### src/rtl/demux2_stream.sv
`default_nettype none
// ============================================================================
//  Module      : demux2_stream
//  Description : 1-to-2 stream demultiplexer with a 2-entry FIFO and a
//                delivered-word counter on each output channel.
//  Revision    : 1.0  initial release
// ============================================================================
module demux2_stream #(
    parameter int W    = 4,
    parameter int CNTW = 8
) (
    input  logic            clk,
    input  logic            rst,
    input  logic            in_valid,
    output logic            in_ready,
    input  logic [W-1:0]    in_data,
    input  logic            in_sel,
    output logic            x_valid,
    input  logic            x_ready,
    output logic [W-1:0]    x_data,
    output logic            y_valid,
    input  logic            y_ready,
    output logic [W-1:0]    y_data,
    output logic [CNTW-1:0] x_count,
    output logic [CNTW-1:0] y_count
);

    localparam int         c_NCH       = 2;
    localparam logic [1:0] c_OCC_EMPTY = 2'd0;
    localparam logic [1:0] c_OCC_FULL  = 2'd2;

    logic [c_NCH-1:0] w_out_ready;
    logic [c_NCH-1:0] w_valid;
    logic [c_NCH-1:0] w_full;
    logic             w_in_xfer;
    logic [W-1:0]     w_head  [c_NCH];
    logic [CNTW-1:0]  w_count [c_NCH];

    assign w_out_ready = {y_ready, x_ready};

    // Ready looks only at the addressed channel's fullness, never at the
    // consumer ready, so a stalled channel blocks only words sent to it.
    assign in_ready  = in_sel ? ~w_full[1] : ~w_full[0];
    assign w_in_xfer = in_valid & in_ready;

    generate
        for (genvar ch = 0; ch < c_NCH; ch++) begin : g_chan
            logic [W-1:0]    r_mem [2];
            logic            r_wptr;
            logic            r_rptr;
            logic [1:0]      r_occ;
            logic [CNTW-1:0] r_count;
            logic            w_wr;
            logic            w_rd;

            assign w_valid[ch] = (r_occ != c_OCC_EMPTY);
            assign w_full[ch]  = (r_occ == c_OCC_FULL);
            assign w_wr        = w_in_xfer & (in_sel == 1'(ch));
            assign w_rd        = w_valid[ch] & w_out_ready[ch];

            always_ff @(posedge clk) begin
                if (rst) begin
                    r_mem[0] <= '0;
                    r_mem[1] <= '0;
                    r_wptr   <= 1'b0;
                    r_rptr   <= 1'b0;
                    r_occ    <= c_OCC_EMPTY;
                    r_count  <= '0;
                end else begin
                    if (w_wr) begin
                        r_mem[r_wptr] <= in_data;
                        r_wptr        <= ~r_wptr;
                    end
                    if (w_rd) begin
                        r_rptr  <= ~r_rptr;
                        r_count <= r_count + 1'b1;
                    end
                    case ({w_wr, w_rd})
                        2'b10:   r_occ <= r_occ + 2'd1;
                        2'b01:   r_occ <= r_occ - 2'd1;
                        default: r_occ <= r_occ;
                    endcase
                end
            end

            // Head comes straight from storage, so outputs stay registered.
            assign w_head[ch]  = r_mem[r_rptr];
            assign w_count[ch] = r_count;
        end
    endgenerate

    assign x_valid = w_valid[0];
    assign y_valid = w_valid[1];
    assign x_data  = w_head[0];
    assign y_data  = w_head[1];
    assign x_count = w_count[0];
    assign y_count = w_count[1];

endmodule
`default_nettype wire

### config.mk
export PLATFORM = sky130hd
export DESIGN_NAME = demux2_stream
export DESIGN_NICKNAME = d
export VERILOG_FILES = /design/src/rtl/demux2_stream.sv
export SDC_FILE = /design/constraint.sdc
export NUM_CORES = 1
export LEC_CHECK = 0
export ABC_AREA = 1
export BUFFER_PORTS_ARGS = -buffer_cell sky130_fd_sc_hd__buf_2
export CORE_AREA = 8 8 75 77
export DETAILED_ROUTE_END_ITERATION = 7
export DIE_AREA = 0 0 83 85
export PLACE_DENSITY = 0.66
export SLEW_MARGIN = 0
export SYNTH_ARGS = -nofsm -noshare
export SYNTH_HDL_FRONTEND = slang
export SYNTH_SLANG_ARGS = --single-unit
### constraint.sdc
create_clock -name clk -period 3.1 [get_ports clk]
set_input_delay 0.62 -clock clk [delete_from_list [all_inputs] [get_ports clk]]
set_output_delay 0.62 -clock clk [all_outputs]
set_load 0.01 [all_outputs]
==> flow_summary.json <==
{
  "finClkSkew_ns": 0.00248,
  "cap_violations": 0,
  "tns_ns": 0,
  "cts_made_buffers": 5,
  "grt_usage_pct": 10.5,
  "wl_met2_um": 1740,
  "mostFrequentLayoutCell": "nor2_1",
  "finalSetupViolCount": 0,
  "grt_max_degree": 28,
  "fin_area_um2": 2250,
  "multi_input_area_um2": 807,
  "clockRootBuffer": "clkbuf_8",
  "grt_pass1_wl_um": 6180,
  "fin_ws_ns": 1.28,
  "gp_congestion": 0.804,
  "hold_violations": 0,
  "status": "complete, no violations",
  "placeableCoreArea_um2": 4540,
  "drt_iter0_drc": 50,
  "synth_nets": 241,
  "io_buffers": 36,
  "rsz0062_at_grt": "false",
  "drv_slew": 0,
  "place_ws_ns": 1.28,
  "leakage_nw": 1.07,
  "power.internal_mw": 0.845,
  "htreeDepth": 2,
  "grt_overflow": 0,
  "synth-seq-cells": 42,
  "post-cts-setup-buffer-count": 0,
  "wl_met1_um": 1730,
  "worst_setup_path_end_kind": "primary output",
  "start_kind": "flip-flop",
  "critPathRequiredTime_ns": 2.48,
  "dp_cells": 313,
  "syn_area_per_cell_um2": 8.63,
  "drive_above_1_share_pct": 25.5,
  "fp.dieH_um": 85,
  "cts_resized": 0,
  "antenna_found_initial": 0,
  "top_layer": "met4",
  "syn_inst": 227,
  "ioPinCount": 37,
  "wl_um": 3720,
  "hold_ws_ns": 0.457,
  "drt_pre_antenna_iters": 4,
  "ys_types": 27,
  "total_power_mw": 1.18,
  "nets": 280,
  "seqPwrFrac_pct": 54.8,
  "final.min_clock_period_ns": 1.82,
  "period_share_pct": 58.7,
  "ir_worst_vdd_mv": 0.211,
  "detail-route-antenna-nets": 0,
  "dieArea_um2": 7060,
  "nFillCells": 446,
  "seq_area_um2": 1000,
  "tightestPinTransition_ns": 0.409,
  "netSwitchingFraction_pct": 28.1,
  "vias": 1508,
  "clk_path_buf_depth": 2,
  "met3WireLength_um": 168,
  "wl_per_cell_um": 11.6,
  "synth_edf_count": 16,
  "seq_area_frac_synth_pct": 51.1,
  "grt_pass1_vias": 1404,
  "rr_startpoint": "g_chan[0].r_occ[0]",
  "critPathKind": "flip-flop to primary output",
  "synth.yosys.warnings": 0,
  "min_path_type": "flip-flop to flip-flop",
  "layout_common_cells": "39 x nor2_1, 38 x nand2_1, 36 x buf_2, 26 x inv_1, 26 x dfxtp_1",
  "powerDensity_nw_per_um2": 522,
  "crit_fanout": 4,
  "p_switching_mw": 0.330,
  "maxSlewHeadroom_pct": 72.7,
  "hold_buffers": 0,
  "async_flop_share_pct": 0,
  "clkTransAtPathRegs_ns": 0.07,
  "area_delta_synth_final_pct": 14.9,
  "fin_cells": 321,
  "placed_area_um2": 2170,
  "rows": 25,
  "p_clk_share_pct": 28.2,
  "post-route-util_pct": 49.6,
  "clk_latency_ns": 0.29,
  "clock_sinks": 42,
  "p_comb_share_pct": 17.0,
  "n_antenna_cell": 0,
  "ys.flop_type": "dfxtp_1",
  "dp_hpwl_um": 2780,
  "viasPerCell": 4.70,
  "max_freq_mhz": 549,
  "critPathArrivalTime_ns": 1.20,
  "cts_tree": "built",
  "drc": 0,
  "initial_utilization_pct": 43.2,
  "min_from": "g_chan[0].r_rptr",
  "synth_area_um2": 1960,
  "die-width_um": 83
}
## synth_stat cells (2+ instances only)
library cell	count	share of area (%)
a21oi_1	17	4.3
dfxtp_1	26	27
edfxtp_1	16	25
ha_1	4	2.6
inv_1	26	5.0
inv_2	4	0.77
mux2_2	8	4.6
nand2_1	38	7.3
nand2_2	3	0.96
nand2_4	2	1.2
nand3_1	12	3.1
nand4_1	3	0.96
nor2_1	39	7.5
nor2_2	3	0.96
nor2_4	2	1.2
o21ai_0	12	3.1
xnor2_1	2	0.89
## kinds of logic after synthesis
group,share of synthesized area (%)
and+or+nand+nor,24.4
DFF,51.1
buffers and inverters,7.67
AOI/OAI and AO/OA,8.75
muxes,4.60
adders and majority gates,2.56
xor gates and xnor gates,0.895
## state kept, by name (all words and copies together) (netlist names), named ones only
| name | cells |
|---|---|
| g_chan.r_wptr | 2 |
| g_chan.r_mem | 16 |
| y_count | 8 |
| g_chan.r_rptr | 2 |
| g_chan.r_occ | 4 |
| x_count | 8 |
## area by class of cell
type,instances,share of cell area (%)
Clock buffer,6,3.23
Tap cell,54,3.00
Clock inverter,2,0.389
Inverter,30,5.01
Sequential cell,42,44.5
Multi-Input combinational cell,151,35.9
Timing Repair Buffer,36,8.01
## path summary, 6_finish.rpt
kind                                      endpoint  slack (ns)  cells past startpoint
worst min register to register    g_chan[0].r_rptr        0.46                      1
worst max-delay path                     x_data[2]        1.28                      2
worst max register to register  g_chan[0].r_occ[1]        1.52                      8
worst min-delay path              g_chan[0].r_rptr        0.46                      1
## critical path, stage by stage, from the launching register on
cell	delay, ns
dfxtp_1	0.42
mux2_2	0.35
buf_2	0.14
## layer usage
layer	vias up	track usage, %
li1	814	-
met1	666	11.6
met2	22	17.3
met3	6	3.83
met4	0	5.59
met5	-	0
## power by group through the flow
stage	clock (mW)	combinational [mW]	sequential [mW]
3_3_place_gp	0	0.200	0.657
3_5_place_dp	0	0.203	0.658
4_1_cts	0.346	0.204	0.645
6_report	0.331	0.200	0.645
2_1_floorplan	0	0.153	0.651
5_1_grt	0.366	0.227	0.650
No activity file was read; power rests on OpenSTA's default activity.
